<file path="src/rtl/uart_rx_pkg.sv">
// Shared definitions for the UART receive controller.
// Contents: default sizing, oversampling tick counts, trigger-level encoding and
// a helper that maps a trigger-level select onto an occupancy threshold.
package uart_rx_pkg;

    localparam int unsigned DEF_DEPTH     = 16;
    localparam int unsigned DEF_TOUT_BITS = 40;   // 4 characters x 10 bit periods

    localparam int unsigned OSM_TICKS_13  = 13;
    localparam int unsigned OSM_TICKS_16  = 16;

    typedef enum logic [1:0] {
        TrigLvl1        = 2'b00,
        TrigLvl4        = 2'b01,
        TrigLvl8        = 2'b10,
        TrigLvlNearFull = 2'b11
    } trig_lvl_e;

    function automatic int unsigned trig_threshold(input logic [1:0] sel,
                                                   input int unsigned depth);
        case (trig_lvl_e'(sel))
            TrigLvl1:        return 1;
            TrigLvl4:        return 4;
            TrigLvl8:        return 8;
            TrigLvlNearFull: return depth - 2;
            default:         return 1;
        endcase
    endfunction

endpackage

</file>
<file path="src/rtl/uart_rx_fifo_mem.sv">
// First-word-fall-through FIFO holding 9-bit entries {parity tag, character}.
// Ports:
//   i_pclk, i_presetn  clock, synchronous active-low reset
//   i_flush            empties the FIFO (priority over read/write)
//   i_wr, i_wdata      write strobe and entry
//   i_rd               pop request
//   o_rdata            registered head entry (0 out of reset)
//   o_count            occupancy 0..DEPTH
//   o_empty, o_full    derived from the registered count
//   o_wr_acc, o_rd_acc accepted write / read this cycle
module uart_rx_fifo_mem
    import uart_rx_pkg::*;
#(
    parameter int unsigned DEPTH = DEF_DEPTH,
    parameter int unsigned AW    = 4
) (
    input  logic          i_pclk,
    input  logic          i_presetn,
    input  logic          i_flush,
    input  logic          i_wr,
    input  logic [8:0]    i_wdata,
    input  logic          i_rd,
    output logic [8:0]    o_rdata,
    output logic [AW:0]   o_count,
    output logic          o_empty,
    output logic          o_full,
    output logic          o_wr_acc,
    output logic          o_rd_acc
);

    logic [8:0]    r_mem [DEPTH];
    logic [AW-1:0] r_wr_ptr;
    logic [AW-1:0] r_rd_ptr;
    logic [AW:0]   r_count;
    logic [8:0]    r_head;

    logic          w_full;
    logic          w_empty;
    logic          w_wr_acc;
    logic          w_rd_acc;
    logic [AW-1:0] w_rd_ptr_d;

    assign w_full   = (r_count == (AW+1)'(DEPTH));
    assign w_empty  = (r_count == '0);
    assign w_rd_acc = i_rd && !w_empty;
    // A write at full is still taken when a read frees a slot in the same cycle.
    assign w_wr_acc = i_wr && (!w_full || w_rd_acc);
    assign w_rd_ptr_d = w_rd_acc ? r_rd_ptr + 1'b1 : r_rd_ptr;

    always_ff @(posedge i_pclk) begin
        if (i_presetn && !i_flush && w_wr_acc) begin
            r_mem[r_wr_ptr] <= i_wdata;
        end
    end

    always_ff @(posedge i_pclk) begin
        if (!i_presetn) begin
            r_wr_ptr <= '0;
            r_rd_ptr <= '0;
            r_count  <= '0;
            r_head   <= '0;
        end else if (i_flush) begin
            r_wr_ptr <= '0;
            r_rd_ptr <= '0;
            r_count  <= '0;
        end else begin
            if (w_wr_acc) r_wr_ptr <= r_wr_ptr + 1'b1;
            r_rd_ptr <= w_rd_ptr_d;
            case ({w_wr_acc, w_rd_acc})
                2'b10:   r_count <= r_count + 1'b1;
                2'b01:   r_count <= r_count - 1'b1;
                default: r_count <= r_count;
            endcase
            // Head register only moves on traffic so it stays 0 until the first write.
            // Forward the incoming entry when it lands in the next head slot.
            if (w_wr_acc || w_rd_acc) begin
                r_head <= (w_wr_acc && (r_wr_ptr == w_rd_ptr_d)) ? i_wdata
                                                                  : r_mem[w_rd_ptr_d];
            end
        end
    end

    assign o_rdata  = r_head;
    assign o_count  = r_count;
    assign o_empty  = w_empty;
    assign o_full   = w_full;
    assign o_wr_acc = w_wr_acc;
    assign o_rd_acc = w_rd_acc;

endmodule

</file>
<file path="src/rtl/uart_rx_ctrl.sv">
// Receive-side controller between the UART receiver and the register interface.
// Buffers characters with a parity tag, back-pressures the receiver, flags overrun,
// and raises the RX threshold and character-timeout interrupts.
// Ports: pclk/presetn (sync active-low), bclk baud tick, osm_sel oversampling select,
//   rx_data/rx_wr/rx_frame_end/s_parrity_error from the receiver, rx_full_status to it,
//   rd_en/rd_data/rd_perr/rx_empty/rx_count/fifo_flush/rx_trig_lvl from/to registers,
//   int_rx_thr, int_rx_tout, overrun_err/ovr_clr.
// Optional: define UART_RX_STATS_EN to add rx_drop_cnt, a saturating overrun counter.
module uart_rx_ctrl
    import uart_rx_pkg::*;
#(
    parameter int unsigned DEPTH     = DEF_DEPTH,
    parameter int unsigned AW        = 4,
    parameter int unsigned TOUT_BITS = DEF_TOUT_BITS
) (
    input  logic          pclk,
    input  logic          presetn,
    input  logic          bclk,
    input  logic          osm_sel,
    input  logic [7:0]    rx_data,
    input  logic          rx_wr,
    input  logic          rx_frame_end,
    input  logic          s_parrity_error,
    output logic          rx_full_status,
    input  logic          rd_en,
    output logic [7:0]    rd_data,
    output logic          rd_perr,
    output logic          rx_empty,
    output logic [AW:0]   rx_count,
    input  logic          fifo_flush,
    input  logic [1:0]    rx_trig_lvl,
    output logic          int_rx_thr,
    output logic          int_rx_tout,
`ifdef UART_RX_STATS_EN
    output logic [7:0]    rx_drop_cnt,
`endif
    output logic          overrun_err,
    input  logic          ovr_clr
);

    localparam int unsigned IW = $clog2(TOUT_BITS + 1);
    localparam logic [IW-1:0] IDLE_MAX = IW'(TOUT_BITS);

    logic          r_perr_pend;
    logic          r_ovr;
    logic          r_int_thr;
    logic          r_int_tout;
    logic [3:0]    r_tick;
    logic [IW-1:0] r_idle;

    logic          w_tag;
    logic [8:0]    w_head;
    logic          w_empty;
    logic          w_full;
    logic          w_wr_acc;
    logic          w_rd_acc;
    logic [AW:0]   w_count;
    logic [3:0]    w_tick_last;
    logic          w_bit_end;
    logic [IW-1:0] w_idle_d;
    int unsigned   w_thr;
    logic          w_ovr_evt;

    assign w_tag = r_perr_pend | s_parrity_error;

    uart_rx_fifo_mem #(
        .DEPTH (DEPTH),
        .AW    (AW)
    ) u_fifo (
        .i_pclk    (pclk),
        .i_presetn (presetn),
        .i_flush   (fifo_flush),
        .i_wr      (rx_wr),
        .i_wdata   ({w_tag, rx_data}),
        .i_rd      (rd_en),
        .o_rdata   (w_head),
        .o_count   (w_count),
        .o_empty   (w_empty),
        .o_full    (w_full),
        .o_wr_acc  (w_wr_acc),
        .o_rd_acc  (w_rd_acc)
    );

    // Parity error arrives before the write of its frame; hold it until frame end.
    always_ff @(posedge pclk) begin
        if (!presetn || fifo_flush) r_perr_pend <= 1'b0;
        else if (s_parrity_error)   r_perr_pend <= 1'b1;
        else if (rx_frame_end)      r_perr_pend <= 1'b0;
    end

    assign w_ovr_evt = rx_frame_end && w_full;

    always_ff @(posedge pclk) begin
        if (!presetn)       r_ovr <= 1'b0;
        else if (w_ovr_evt) r_ovr <= 1'b1;
        else if (ovr_clr)   r_ovr <= 1'b0;
    end

`ifdef UART_RX_STATS_EN
    logic [7:0] r_drop;
    always_ff @(posedge pclk) begin
        if (!presetn)                     r_drop <= '0;
        else if (w_ovr_evt)               r_drop <= (r_drop == 8'hFF) ? r_drop : r_drop + 1'b1;
        else if (ovr_clr)                 r_drop <= '0;
    end
    assign rx_drop_cnt = r_drop;
`endif

    assign w_thr = trig_threshold(rx_trig_lvl, DEPTH);

    always_ff @(posedge pclk) begin
        if (!presetn) r_int_thr <= 1'b0;
        else          r_int_thr <= (32'(w_count) >= w_thr);
    end

    // A count left beyond a newly shortened limit runs on to 15 before wrapping.
    assign w_tick_last = osm_sel ? 4'(OSM_TICKS_13 - 1) : 4'(OSM_TICKS_16 - 1);
    assign w_bit_end   = bclk && ((r_tick == w_tick_last) || (r_tick == 4'hF));

    always_ff @(posedge pclk) begin
        if (!presetn || fifo_flush || w_empty) r_tick <= '0;
        else if (bclk)                         r_tick <= w_bit_end ? 4'd0 : r_tick + 1'b1;
    end

    always_comb begin
        w_idle_d = r_idle;
        if (fifo_flush || w_wr_acc || w_rd_acc || w_empty) begin
            w_idle_d = '0;
        end else if (w_bit_end && (r_idle != IDLE_MAX)) begin
            w_idle_d = r_idle + 1'b1;
        end
    end

    always_ff @(posedge pclk) begin
        if (!presetn) begin
            r_idle     <= '0;
            r_int_tout <= 1'b0;
        end else begin
            r_idle <= w_idle_d;
            if (fifo_flush || w_wr_acc || w_rd_acc) r_int_tout <= 1'b0;
            else if (w_idle_d == IDLE_MAX)           r_int_tout <= 1'b1;
        end
    end

    assign rx_full_status = w_full;
    assign rx_empty       = w_empty;
    assign rx_count       = w_count;
    assign rd_data        = w_head[7:0];
    assign rd_perr        = w_head[8];
    assign int_rx_thr     = r_int_thr;
    assign int_rx_tout    = r_int_tout;
    assign overrun_err    = r_ovr;

endmodule

</file>
<file path="config.mk">
export PLATFORM = sky130hd
export DESIGN_NAME = uart_rx_ctrl
export DESIGN_NICKNAME = d
export VERILOG_FILES = /design/src/rtl/uart_rx_pkg.sv /design/src/rtl/uart_rx_fifo_mem.sv /design/src/rtl/uart_rx_ctrl.sv
export SDC_FILE = /design/constraint.sdc
export NUM_CORES = 1
export LEC_CHECK = 0
export ABC_CLOCK_PERIOD_IN_PS = 3600
export BUFFER_PORTS_ARGS = -buffer_cell sky130_fd_sc_hd__buf_4
export CAP_MARGIN = 20
export CORE_ASPECT_RATIO = 2
export CORE_UTILIZATION = 60
export DETAILED_ROUTE_END_ITERATION = 12
export PLACE_DENSITY = 0.78
export SYNTH_ARGS = -nofsm -noshare
export SYNTH_HDL_FRONTEND = slang
export SYNTH_HIERARCHICAL = 1
export SYNTH_SLANG_ARGS = --single-unit
</file>
<file path="constraint.sdc">
create_clock -name pclk -period 3.6 [get_ports pclk]
set_clock_uncertainty 0.05 [all_clocks]
set_input_delay 0.36 -clock pclk [delete_from_list [all_inputs] [get_ports pclk]]
set_output_delay 0.36 -clock pclk [all_outputs]
set_load 0.05 [all_outputs]
</file>
* After elaboration in Yosys (flattened, before gate mapping) *
Memory sizes are Yosys's and may differ from the RTL's. A register that Yosys moved wholly into a read port is not among the register bits.
Cells that the tools add are included.

storage, ports and cells
  bits in registers = 27
  RAM bits = 144
  input port bits = 20
  output and inout bits = 19
  word-level logic and storage cells = 71
  memories = 1

cells by class
  $add $sub $neg = 6
  order comparisons = 1
  eq/ne operators = 10
  mux-type cells = 13
  bitwise logic cells = 3
  reduce and logical (&&, ||, !) cells = 28

memory list
  memory        depth  width  read ports  clocked after Yosys merged registers in  wr ports  line                    RTL
  u_fifo.r_mem  16     9      1           1                                        1         uart_rx_fifo_mem.sv:31  logic [8:0] r_mem [DEPTH];

operator list
  kind                   count
  $pmux W32 S4           1
  $ge A5 B32 Y1          1
  $add A4 B1 Y4 const B  3
  $mux W6                2
  $pmux W5 S2            1
  $logic_or A1 B1 Y1     8
  $mux W4                2
  $logic_and A1 B1 Y1    7
  $add A6 B1 Y6 const B  1
  $eq A2 B2 Y1 const B   3
  $eq A6 B6 Y1 const B   1
  $mux W1                6
  $ne A6 B6 Y1 const B   1
  $reduce_bool A2 Y1     3
  $add A5 B1 Y5 const B  1
  $eq A5 B5 Y1 const B   1
  $logic_not A1 Y1       5
  $logic_not A5 Y1       1
  $sub A5 B1 Y5 const B  1
  $eq A2 B1 Y1 const B   2
  $eq A4 B4 Y1           1
  $eq A4 B4 Y1 const B   1
  $reduce_or A2 Y1       2
  $logic_not A2 Y1       1
  4 further kinds        5

* Logic depth before layout (Yosys ltp) *
  depth in word-level cells = 10
  gate-level depth with buffers = 12
  depth with buffers taken out = 11

* Cells and area by module *
The synthesis kept the hierarchy.

by module, submodules not included
  module            times used  cells an instance  area each (µm²)  sequential area each (µm²)
  uart_rx_fifo_mem  1           567                7713.6           4764.6
  uart_rx_ctrl      1           100                854.6            280.3

* Worst setup path after synthesis *
OpenSTA, ideal clock, no wires.

  path type = register -> register
  start = register u_fifo.r_count[4], in the netlist u_fifo/o_count[4]
  end = register u_fifo.r_count[4], in the netlist u_fifo/o_count[4]
  library setup time = 119 ps
  data arrival time = 2694 ps
  data required time = 3431 ps
  path slack = 736 ps
  cell stages (with the launch flop) = 13
  path buffers = 1
  period minus slack after synthesis = 2864 ps
  cell sequence = dfxtp_1 -> inv_2 -> a21boi_2 -> buf_2 -> nand2b_1 -> inv_1 -> ha_1 -> a21o_1 -> a21oi_1 -> xnor2_1 -> nand2_1 -> xnor2_1 -> nor2_1

between the ends
  longest elaborated chain between the ends = 7
  elaborated cells on any way between the ends = 13
  classes of those cells = add/sub: 2; eq/ne: 3; mux: 1; reduce/logical: 7

RTL lines
  what                                               line                    RTL
  from (decl)                                        uart_rx_fifo_mem.sv:34  logic [AW:0] r_count;
  from (signal assigned)                             uart_rx_fifo_mem.sv:70  2'b10: r_count <= r_count + 1'b1;
  from (signal assigned)                             uart_rx_fifo_mem.sv:71  2'b01: r_count <= r_count - 1'b1;
  from (signal assigned)                             uart_rx_fifo_mem.sv:72  default: r_count <= r_count;
  $logic_not A5 Y1                                   uart_rx_fifo_mem.sv:44  assign w_empty = (r_count == '0);
  $logic_not A1 Y1                                   uart_rx_fifo_mem.sv:45  assign w_rd_acc = i_rd && !w_empty;
  $logic_and A1 B1 Y1                                uart_rx_fifo_mem.sv:45
  $logic_or A1 B1 Y1                                 uart_rx_fifo_mem.sv:47  assign w_wr_acc = i_wr && (!w_full || w_rd_acc);
  $logic_and A1 B1 Y1                                uart_rx_fifo_mem.sv:47
  $eq A2 B1 Y1 or $eq A2 B2 Y1 (tied branches)       uart_rx_fifo_mem.sv:69  case ({w_wr_acc, w_rd_acc})
  $pmux W5 S2 or $reduce_bool A2 Y1 (tied branches)  --

Parallel ways exist; a longest one is shown, timed or not.
A chain may end at the register's enable or synchronous reset.

* Final worst setup path *
  start = register u_fifo.r_count[0], in the netlist u_fifo/o_count[0]
  end = register r_int_tout, in the netlist int_rx_tout

between the ends
  longest elaborated chain between the ends = 10
  elaborated cells on any way between the ends = 13
  classes of those cells = eq/ne: 2; mux: 1; reduce/logical: 10

RTL lines
  what                                  line                                      RTL
  $logic_not A5 Y1                      uart_rx_fifo_mem.sv:44
  $logic_not A1 Y1                      uart_rx_fifo_mem.sv:45
  $logic_and A1 B1 Y1                   uart_rx_fifo_mem.sv:45
  $logic_or A1 B1 Y1 (*)                uart_rx_fifo_mem.sv:47
  $logic_and A1 B1 Y1 (*)               uart_rx_fifo_mem.sv:47
  net w_wr_acc                          uart_rx_ctrl.sv:55                        logic w_wr_acc;
  $logic_or A1 B1 Y1 (*) (2 in series)  uart_rx_ctrl.sv:127, uart_rx_ctrl.sv:140
  $logic_or A1 B1 Y1                    uart_rx_ctrl.sv:127                       if (fifo_flush || w_wr_acc || w_rd_acc || w_empty) begin
  $mux W6                               uart_rx_ctrl.sv:127
  $eq A6 B6 Y1                          uart_rx_ctrl.sv:141                       else if (w_idle_d == IDLE_MAX) r_int_tout <= 1'b1;
  to (signal assigned)                  uart_rx_ctrl.sv:137                       r_int_tout <= 1'b0;
  to (signal assigned)                  uart_rx_ctrl.sv:140                       if (fifo_flush || w_wr_acc || w_rd_acc) r_int_tout <= 1'b0;
  to (signal assigned)                  uart_rx_ctrl.sv:141
  to (decl)                             uart_rx_ctrl.sv:47                        logic r_int_tout;

Mark *: on every way through the listed nets, which the timed path passes. The rest lies on a longest branch.

==> key figures <==
Outcome
  • Status: complete, no violations

Yosys
  • Cell count after synthesis: 667
  • Top_reg_cell synth: edfxtp_1
  • Post-synth top area share: 0.505
  • Syn nets: 704
  • Yosys warns: 6
  • Syn avg cell area: 12.8 um2
  • Post-synth ARST share: 0
  • Library cells used by synthesis: 73
  • Synth area leaders: edfxtp_1 50%, dfxtp_1 8.4%, mux2i_1 4.4%, mux4_2 3.4%, nor2_1 2.7%
  • Synth Register Bits: 180
  • Post-Syn Area: 0.00857 mm2
  • Number of flops mapped to enable cells by yosys: 144
  • Post-synthesis sequential area ratio: 0.589
  • Most area-hungry cell type in the Yosys netlist: edfxtp_1

Placement
  • IO Port Bufs: 38
  • Worst slack, placed: 0.449 ns
  • HPWL Detailed: 14,900 um
  • Final Wtd Congestion: 0.945
  • Dpl cell area: 0.00914 mm2
  • Dpl cells: 890

STA
  • Final TNS setup: 0 ns
  • Setup-failing EPs final: 0
  • RSZ-0062 raised after global routing: false
  • Setup slack after layout: 0.417 ns
  • Worst Max-Slew Pin Slew: 1.00 ns
  • Slew HR: 0.330
  • Tcrit/Tclk final: 0.884
  • Fmax: 314 MHz
  • Slew Viols, Final: 0
  • Worst Hold Slack: 0.0789 ns
  • Post-layout min period: 3.18 ns
  • Hold Vio Cnt, Final: 0

Global route
  • Final global-route overflow total: 0
  • Initial antenna violation count: 0
  • Largest net degree at the start of global routing: 41
  • Vias in the first global route: 6,028
  • Tot GR Track Use: 0.300
  • First-pass GRT wire length: 32,300 um

Critical path
  • CP max FO: 8
  • Worst-path cell chain: or4_1 -> o31ai_1 -> inv_1 -> nor4b_1 -> nand2b_1 -> nor2_1 -> mux2i_1 -> o31ai_1
  • Crit path DAT: 3.47 ns
  • Crit path largest cell delay: 0.76 ns
  • Setup crit start kind: flop
  • Crit end category: flop
  • Critical path required time: 3.89 ns
  • Critical-path top delay cell: or4_1
  • Setup slack, reg-to-reg: 0.42 ns
  • Crit-path most repeated cell: o31ai_1
  • Dominant delay contributor by cell family on the critical path: simple AND/OR/NAND/NOR gates
  • Worst path bufs/invs: 1
  • Critical Setup Path Class: reg -> reg

Routing
  • Initial drt markers: 527
  • Vias per cell: 6.44
  • DRT Pass-1 Iters: 5
  • Remaining antenna violation count after routing: 0
  • WL/cell: 22.5 um
  • DR vias: 5,940
  • DRC viols: 0
  • Total Wirelength: 20,700 um

CTS
  • CTS Root Cell: clkbuf_16
  • Hold-fix buffers, CTS: 0
  • Insertion delay to the later sink of the worst-skew pair: 0.43 ns
  • # H-tree levels: 4
  • Clock transition at path regs: 0.07 ns
  • Inserted Clock Buffers: 17
  • CTS tree: done
  • Clock sinks: 180
  • Setup repair bufs after CTS: 0
  • Clk buf depth: 2
  • Post-CTS sizing: 0

Final layout
  • Filler Cells Inserted: 983
  • ANT cells: 0
  • Post-route design area: 0.00975 mm2
  • Final cell count without fillers: 922
  • Fraction of layout cells with a size suffix above 1: 0.196
  • Most common cell after layout, fill and taps aside: edfxtp_1
  • Synth-to-layout area growth: 13.8%
  • Most frequent cells in the layout: 144 x edfxtp_1, 67 x buf_4, 62 x nor2_1
  • # nets final: 757
  • Util after Layout: 0.702

Power
  • Peak supply drop: 0.425 mV
  • Final Power: 4.58 mW
  • Pwr dens: 470 mW/mm2
  • Pleak: 3.42 nW

Floorplan
  • Die width: 86.5 um
  • Core area: 0.0139 mm2
  • Rows: 61
  • Boundary pin count: 39
  • Die height: 171 um
  • Starting Density: 0.617
  • Die Area: 0.0148 mm2

Flow run
  • Max cap viols: 0

Min path
  • Hold WC Path Type: in -> reg
kinds of logic (layout without fill, tap and decap cells):
group | Yosys count | after routing | share of synthesized area
flops | 180 | 180 | 0.589
xor+xnor | 23 | 23 | 0.0261
simple gates | 191 | 191 | 0.107
fa+ha+maj | 17 | 17 | 0.0257
buf+inv | 59 | 125 | 0.0307
mux | 62 | 62 | 0.0952
compound gates | 135 | 135 | 0.126
final timing paths:
check                                  from                  endpoint  cells past startpoint
min                              fifo_flush  r_perr_pend$_SDFFE_PP0P_                      2
max reg2reg  u_fifo/o_count[0]$_SDFFE_PP0P_  int_rx_tout$_SDFFE_PP0N_                      8
min reg2reg        int_rx_tout$_SDFFE_PP0N_  int_rx_tout$_SDFFE_PP0N_                      2
max          u_fifo/o_count[0]$_SDFFE_PP0P_  int_rx_tout$_SDFFE_PP0N_                      8
cell usage after synthesis (6+ instances only):
| cell | number |
|---|---|
| nor3_1 | 8 |
| and2_1 | 10 |
| o221ai_1 | 6 |
| o31ai_1 | 10 |
| edfxtp_1 | 144 |
| and3_1 | 6 |
| nand4_1 | 6 |
| a221oi_1 | 12 |
| nor2_1 | 62 |
| a21o_1 | 8 |
| inv_1 | 25 |
| o22ai_1 | 8 |
| mux2i_1 | 38 |
| nand2_1 | 61 |
| nand2b_1 | 9 |
| xor2_1 | 7 |
| dfxtp_1 | 36 |
| mux2_2 | 8 |
| mux4_2 | 13 |
| ha_1 | 16 |
| clkbuf_1 | 14 |
| o211ai_1 | 9 |
| o21ai_0 | 10 |
| buf_2 | 9 |
| a221o_1 | 16 |
| a21oi_1 | 15 |
| buf_1 | 6 |
| xnor2_1 | 13 |
layout make-up:
cell class,count,area [um2],share of cell area
clock inverter,15,179,0.0184
inverter,26,97.6,0.0100
multi-input combinational,428,3260,0.334
timing repair buffer,67,503,0.0516
tap,189,236,0.0243
sequential,180,5050,0.518
clock buffer,17,425,0.0436
routing by layer:
metal,global-route usage,part of all wire,vias to the layer above,routed length [um]
met5,0,0,-,0
met4,0.177,0.054,0,1110
met3,0.0564,0.052,82,1070
met2,0.539,0.54,277,11200
met1,0.323,0.36,2929,7370
li1,-,-,2652,-
state kept, by name, indices dropped and copies added (netlist names):
signal / flops
overrun_err: 1
int_rx_tout: 1
u_fifo/r_mem: 144
r_idle: 6
int_rx_thr: 1
u_fifo/r_wr_ptr: 4
u_fifo/o_rdata: 9
u_fifo/r_rd_ptr: 4
r_tick: 4
r_perr_pend: 1
u_fifo/o_count: 5
power breakdown:
part	internal, mW	switching [mW]	leakage (nW)
Sequential	2.26	0.0168	1.59
Combinational	0.164	0.288	1.54
Clock	0.947	0.907	0.294
(Power assumes the default switching activity.)
